## config.mk

```make
export PLATFORM = sky130hd
export DESIGN_NAME = wb_wbuf32
export DESIGN_NICKNAME = d
export VERILOG_FILES = /design/src/rtl/wb_wbuf32.sv
export SDC_FILE = /design/constraint.sdc
export NUM_CORES = 1
export LEC_CHECK = 0
export ABC_AREA = 1
export BUFFER_PORTS_ARGS = -buffer_cell sky130_fd_sc_hd__clkbuf_2
export CAP_MARGIN = 20
export CORE_ASPECT_RATIO = 1.4
export CORE_MARGIN = 1.5
export CORE_UTILIZATION = 30
export DETAILED_ROUTE_END_ITERATION = 7
export SYNTH_ARGS = -nofsm -noshare
export SYNTH_HDL_FRONTEND = slang
export SYNTH_SLANG_ARGS = --single-unit
```

## constraint.sdc

```tcl
create_clock -name clk -period 4.1 [get_ports clk]
set_input_delay 0.615 -clock clk [delete_from_list [all_inputs] [get_ports clk]]
set_output_delay 0.615 -clock clk [all_outputs]
set_load 0.005 [all_outputs]
```

## src/rtl/wb_wbuf32.sv

```systemverilog
// Posted-write buffer: acks CPU writes into a small FIFO and drains them in order to the SRAM controller.
// Optional WBUF_READ_BYPASS_EN lets reads overtake buffered writes to other words.
module wb_wbuf32 #(
    parameter int DEPTH_LOG2 = 2
) (
    input  logic        clk,
    input  logic        reset,
    input  logic        wbs_stb_i,
    input  logic        wbs_cyc_i,
    input  logic        wbs_we_i,
    input  logic [31:0] wbs_adr_i,
    input  logic [3:0]  wbs_sel_i,
    input  logic [31:0] wbs_dat_i,
    output logic [31:0] wbs_dat_o,
    output logic        wbs_ack_o,
    output logic        wbm_stb_o,
    output logic        wbm_cyc_o,
    output logic        wbm_we_o,
    output logic [31:0] wbm_adr_o,
    output logic [3:0]  wbm_sel_o,
    output logic [31:0] wbm_dat_o,
    input  logic [31:0] wbm_dat_i,
    input  logic        wbm_ack_i,
    output logic        wbuf_empty
);
    localparam int DEPTH = 1 << DEPTH_LOG2;

    typedef enum logic [1:0] {IDLE = 2'd0, WR = 2'd1, RD = 2'd2} state_t;

    state_t state, state_nxt;

    logic [29:0] fifo_adr [DEPTH];
    logic [3:0]  fifo_sel [DEPTH];
    logic [31:0] fifo_dat [DEPTH];

    logic [DEPTH_LOG2-1:0] wr_ptr, rd_ptr;
    logic [DEPTH_LOG2:0]   count;

    logic req, rd_req, full, push, pop, read_ok;
    logic start_wr, start_rd;
    logic unused_adr;

    assign unused_adr = ^wbs_adr_i[1:0];

    assign req    = wbs_stb_i & wbs_cyc_i & ~wbs_ack_o;
    assign rd_req = req & ~wbs_we_i;
    // count can only reach DEPTH, so its top bit alone flags full
    assign full   = count[DEPTH_LOG2];
    assign push   = req & wbs_we_i & ~full;
    assign pop    = (state == WR) & wbm_ack_i;

`ifdef WBUF_READ_BYPASS_EN
    logic                  hit;
    logic [DEPTH_LOG2-1:0] off;

    always_comb begin
        hit = 1'b0;
        off = '0;
        for (int i = 0; i < DEPTH; i++) begin
            off = i[DEPTH_LOG2-1:0] - rd_ptr;
            if (({1'b0, off} < count) && (fifo_adr[i] == wbs_adr_i[31:2]))
                hit = 1'b1;
        end
    end

    assign read_ok = ~hit;
`else
    assign read_ok = (count == '0);
`endif

    always_comb begin
        state_nxt = state;
        start_wr  = 1'b0;
        start_rd  = 1'b0;
        case (state)
            IDLE: begin
                if (rd_req && read_ok) begin
                    start_rd  = 1'b1;
                    state_nxt = RD;
                end else if (count != '0) begin
                    start_wr  = 1'b1;
                    state_nxt = WR;
                end
            end
            WR:      if (wbm_ack_i) state_nxt = IDLE;
            RD:      if (wbm_ack_i) state_nxt = IDLE;
            default: state_nxt = IDLE;
        endcase
    end

    always_ff @(posedge clk) begin
        if (push) begin
            fifo_adr[wr_ptr] <= wbs_adr_i[31:2];
            fifo_sel[wr_ptr] <= wbs_sel_i;
            fifo_dat[wr_ptr] <= wbs_dat_i;
        end
    end

    always_ff @(posedge clk) begin
        if (reset) begin
            state     <= IDLE;
            wr_ptr    <= '0;
            rd_ptr    <= '0;
            count     <= '0;
            wbs_ack_o <= 1'b0;
            wbs_dat_o <= '0;
            wbm_cyc_o <= 1'b0;
            wbm_stb_o <= 1'b0;
            wbm_we_o  <= 1'b0;
            wbm_adr_o <= '0;
            wbm_sel_o <= '0;
            wbm_dat_o <= '0;
        end else begin
            state <= state_nxt;
            if (push) wr_ptr <= wr_ptr + 1'b1;
            if (pop)  rd_ptr <= rd_ptr + 1'b1;
            count <= count + {{DEPTH_LOG2{1'b0}}, push} - {{DEPTH_LOG2{1'b0}}, pop};

            wbs_ack_o <= push | ((state == RD) & wbm_ack_i);
            if ((state == RD) && wbm_ack_i)
                wbs_dat_o <= wbm_dat_i;

            if (start_wr) begin
                wbm_cyc_o <= 1'b1;
                wbm_stb_o <= 1'b1;
                wbm_we_o  <= 1'b1;
                wbm_adr_o <= {fifo_adr[rd_ptr], 2'b00};
                wbm_sel_o <= fifo_sel[rd_ptr];
                wbm_dat_o <= fifo_dat[rd_ptr];
            end else if (start_rd) begin
                wbm_cyc_o <= 1'b1;
                wbm_stb_o <= 1'b1;
                wbm_we_o  <= 1'b0;
                wbm_adr_o <= {wbs_adr_i[31:2], 2'b00};
                wbm_sel_o <= wbs_sel_i;
            end else if ((state != IDLE) && wbm_ack_i) begin
                wbm_cyc_o <= 1'b0;
                wbm_stb_o <= 1'b0;
                wbm_we_o  <= 1'b0;
            end
        end
    end

    assign wbuf_empty = (count == '0) && (state != WR);

endmodule

```

# Word level (Yosys, flattened, before mapping)
# Memory sizes are Yosys's and may differ from the RTL's. A register that Yosys moved wholly into a read port is not among the register bits.
# Index checks and enable logic that the tools add are counted.
[classes]
order_cmp = 0
n_bitwise = 11
eq_ne = 5
reduce_logical = 12
div_mod_pow = 0
shifts = 0
multipliers = 0
n_addsub = 4
n_mux = 24
[op_table]
columns = ["operator", "count"]
rows = [
  ["$mux W32", 2],
  ["$mux W2", 7],
  ["$mux W1", 12],
  ["$mux W4", 2],
  ["$and A1 B1 Y1", 7],
  ["$reduce_bool A3 Y1", 2],
  ["$add A2 B1 Y2 const B", 2],
  ["$logic_and A1 B1 Y1", 4],
  ["$ne A2 B1 Y1 const B", 2],
  ["$pmux W2 S2", 1],
  ["$reduce_bool A2 Y1", 2],
  ["$add A3 B1 Y3", 1],
  ["$logic_not A3 Y1", 1],
  ["$ne A3 B3 Y1 const B", 1],
  ["$not A1 Y1", 3],
  ["$sub A3 B1 Y3", 1],
  ["$eq A2 B1 Y1 const B", 1],
  ["$eq A2 B2 Y1 const B", 1],
  ["$logic_not A2 Y1", 1],
  ["$reduce_and A2 Y1", 1],
  ["$reduce_or A2 Y1", 1],
  ["$or A1 B1 Y1", 1],
]
[totals]
mem_bits_ro = 0
ramBits = 264
regBits = 78
latch_bits = 0
mem_count = 3
[mem_list]
columns = ["memory", "words", "word_bits", "read_ports", "rd_clocked_by_memory_dff", "wr", "line", "rtl"]
rows = [
  ["fifo_dat", 4, 32, 1, 1, 1, "34", "logic [31:0] fifo_dat [DEPTH];"],
  ["fifo_adr", 4, 30, 1, 1, 1, "32", "logic [29:0] fifo_adr [DEPTH];"],
  ["fifo_sel", 4, 4, 1, 1, 1, "33", "logic [3:0] fifo_sel [DEPTH];"],
]

# Longest topological paths before layout
[logic_depth]
depth_word = 8
depth_mapped = 12

# Least setup slack after synthesis
# OpenSTA, ideal clock, no wires.
[synth_timing]
path_type = "input port to flip-flop"
from = "in wbs_stb_i"
to = "mem fifo_adr[0][0] (enable)"
t_arrival_ns = 3.760
slack_ns = -0.151
setup_time_ns = 0.491
path_stages = 4
path_buffers = 0
path_cell_list = "nand2_1 > nor2_1 > nand2_1 > nor2_1"
[synth_between]
elab_chain_len = 6
[synth_lines]
columns = ["element", "line", "rtl"]
rows = [
  ["start, declared", "8", "input logic wbs_stb_i,"],
  ["$and A1 B1 Y1 (2 in a row)", "45", "assign req = wbs_stb_i & wbs_cyc_i & ~wbs_ack_o;"],
  ["$and A1 B1 Y1 (2 in a row)", "49", "assign push = req & wbs_we_i & ~full;"],
  ["$mux W1", "92", "if (push) begin"],
  ["$mux W1 (implied by the code)", "93", "fifo_adr[wr_ptr] <= wbs_adr_i[31:2];"],
  ["end, declared", "32", ""],
]
# Every way passes these cells.

# Worst setup path after layout
[layout_timing]
from = "reg state[0]"
to = "reg wbs_dat_o[12]"
[layout_between]
elab_chain_len = 2
[layout_lines]
columns = ["element", "line", "rtl"]
rows = [
  ["start, declared", "30", "state_t state, state_nxt;"],
  ["start signal, assigned", "114", "state <= state_nxt;"],
  ["$eq A2 B2 Y1", "120", "if ((state == RD) && wbm_ack_i)"],
  ["$logic_and A1 B1 Y1", "120", ""],
  ["end signal, assigned", "121", "wbs_dat_o <= wbm_dat_i;"],
  ["end, declared", "14", "output logic [31:0] wbs_dat_o,"],
]
# Every way passes these cells.
# A chain may end at the register's enable or synchronous reset.

==> results by group <==
Status
  • Status: finished, final reports clean

Layout
  • Final Cell Area: 17510 sq um
  • Commonest cells after routing, fill and taps aside: nor2_1, edfxtp_1, nand2_1, clkbuf_2, o21ai_0
  • Final net count: 1643
  • Filler-free cell count of the finished design: 2191
  • Commonest non-fill, non-tap cell in the layout: nor2_1
  • Area delta synth->final: 20.00%
  • Layout cells sized above 1: 0.1920
  • Final core occ: 0.3647

CTS
  • Post-CTS setup buffer count: 0
  • Root Buffer: clkbuf_16
  • Hold-fix buffers at CTS: 0
  • Num CTS Buffers: 39
  • CTS H-tree lvls: 2
  • Reg clk slew, reported paths: 0.06 ns
  • CTS tree: built
  • CTS resizes: 0
  • CTS max path bufs: 3
  • Clk sinks: 376
  • Worst-Skew Late Latency: 0.54 ns

Place
  • Gpl congestion: 0.7537
  • HPWL Detailed: 21.20 mm
  • Placed Area: 16200 sq um
  • # port buffers: 206
  • Placed Cells: 2115

Floorplanning
  • DIE AREA: 50000 sq um
  • Die Width: 189.4 um
  • Site Rows: 95
  • Initial Utilization: 0.3039
  • Die Y: 264.0 um
  • Top Ports: 211
  • Total core area: 48020 sq um

Detailed routing
  • Post-route ant nets: 0
  • DR vias/cell: 4.618
  • Initial DRT Pass Iterations: 4
  • DRC viols: 0
  • DRT iter0 DRCs: 564
  • WL per Instance: 16.58 um
  • Via count: 10120
  • WL final: 36.34 mm

Synthesis
  • Post-Synth Simple-Gate Area: 0.1919
  • Synth area leader: edfxtp_1
  • Top post-synthesis cells by area: edfxtp_1, dfxtp_1, nor2_1, nand2_1, o21ai_0
  • Mux share of post-synthesis cell area: 0
  • Complex-gate fraction of the synthesized area: 0.06292
  • Synth cell types: 27
  • Post-synthesis sequential area ratio: 0.6968
  • Mean Syn Cell Area: 10.85 sq um
  • Yosys reg bits: 376
  • Synth Instances: 1345
  • Main combinational cell family by area after synthesis: simple AND/OR/NAND/NOR gates
  • Mapped cell area: 14600 sq um
  • Synth Area in XOR/XNOR: 0.001200
  • Synth top area share: 0.5432
  • Post-synthesis adder-cell area fraction: 0.009087
  • Yosys Warn Count: 0

Pwr
  • Comb pwr share: 0.234
  • Clock power share: 0.332
  • NetSw: 0.003225 W
  • Peak VDD IR: 0.3797 mV
  • Sequential Power Share: 0.434
  • Pwr Density: 609.6 nW/um^2
  • Cell Int Power: 0.007451 W
  • Fraction of power spent switching nets: 0.3021
  • Leak pwr: 6.773 nW

Setup path
  • CP Capture Type: register
  • CP Data Arrival Time: 2.99 ns
  • CP Class: reg2reg
  • Req. time, crit path: 4.52 ns
  • Setup crit start kind: register
  • Crit path max fanout: 34

Timing
  • Least-Margin Pin Slew: 1.036 ns
  • Final Cycle Share: 0.6274
  • Setup TNS: 0 ns
  • RSZ-0062 raised after global routing: no
  • Final Max Slew Viols: 0
  • Final worst path period need: 2.572 ns
  • Final setup viols: 0
  • Rel. slew slack: 0.3075
  • Worst Skew: 0.01906 ns
  • F_max: 388.8 MHz
  • Final hold violations: 0

GRT
  • GRT Total Usage: 0.1456
  • Grt ovf: 0
  • Largest net degree at the start of global routing: 69
  • Vias in the first global route: 10140
  • Initial antenna violation count: 8
  • First-pass GRT wire length: 56.03 mm

Job
  • # Max-Cap Violations: 0

Worst hold path
  • Worst Hold Class: in2reg
## power groups by stage
stage	logic [W]	clock network (W)	registers, W
2_1_floorplan	0.00164	0	0.00472
3_3_place_gp	0.00251	0	0.00469
3_5_place_dp	0.00255	0	0.00471
4_1_cts	0.00256	0.00366	0.00463
5_1_grt	0.00285	0.00378	0.00467
6_report	0.00250	0.00355	0.00463
## Yosys cell counts (all sizes together)
| cell type | instances |
|---|---|
| nor2 | 276 |
| edfxtp | 264 |
| nand2 | 256 |
| o21ai | 134 |
| dfxtp | 112 |
| nand3 | 103 |
| buf | 50 |
| clkbuf | 37 |
| nand3b | 34 |
| o22ai | 32 |
| inv | 24 |
| ha | 9 |
| a21oi | 8 |
| clkinv | 1 |
| conb | 1 |
| fa | 1 |
| nor3 | 1 |
| xnor2 | 1 |
| xor2 | 1 |
## per-stage QoR
stage | hold WS [ns] | total power [W] | setup WS [ns]
floorplan | 0.4553 | 0.006351 | -0.1507
global placement | 0.4521 | 0.007208 | 1.341
detailed placement | 0.4634 | 0.007260 | 1.334
CTS | 0.2441 | 0.01086 | 1.554
global route | 0.2640 | 0.01130 | 1.221
finish | 0.2857 | 0.01068 | 1.528
## critical path: stages, from the launching register on
cell	delay, ns
dfxtp_1	0.35
inv_1	0.07
ha_1	0.19
nand2_1	0.75
inv_1	0.74
nor2_1	0.26
nor2_1	0.07
## registers in the layout, indices dropped and copies added, names as in the netlist, named ones only
name,flops
wbm_adr_o,30
fifo_sel,16
wr_ptr,2
wbm_dat_o,32
rd_ptr,2
wbs_ack_o,1
count,3
wbs_dat_o,32
state,2
wbm_sel_o,4
wbm_cyc_o,1
fifo_dat,128
wbm_we_o,1
fifo_adr,120
## metal layers
metal | GRT usage | vias up | routed length [um]
met1 | 0.1648 | 4872 | 14790
met2 | 0.2623 | 224 | 18840
met3 | 0.03042 | 57 | 1698
li1 | - | 4959 | -
met5 | 0 | - | 39
met4 | 0.06242 | 6 | 961
## cell families (layout without fill, tap and decap cells)
family / count (synthesis) / after routing
other: 1 / 6
flip-flops: 376 / 376
XOR/XNOR: 2 / 2
AO/OA/AOI/OAI: 174 / 174
AND/OR/NAND/NOR: 670 / 670
adder cells (fa/ha/maj): 10 / 10
buffers and inverters: 112 / 323
## final cells by class
cell class,instances,area (sq um)
multi-input cells,858,3926
diodes,4,10.01
fillers,4750,30510
repair buffers,227,1239
clock buffers,56,1124
well taps,630,788.3
clock inverters,15,158.9
flip-flops and latches,376,10170
inverters,25,95.09
## path summary, 6_finish.rpt
kind                                       startpoint                         end  slack (ns)  cells past startpoint
worst max-delay path            state[0]$_SDFFE_PP0P_  wbs_dat_o[12]$_SDFFE_PP0P_        1.53                      6
worst min-delay path                     wbs_dat_i[3]    fifo_dat[2][3]$_DFFE_PP_        0.29                      1
worst max register to register  state[0]$_SDFFE_PP0P_  wbs_dat_o[12]$_SDFFE_PP0P_        1.53                      6
worst min register to register  wbm_we_o$_SDFFE_PP0P_       wbm_we_o$_SDFFE_PP0P_        0.47                      2
Power figures use the tool's default switching activity.
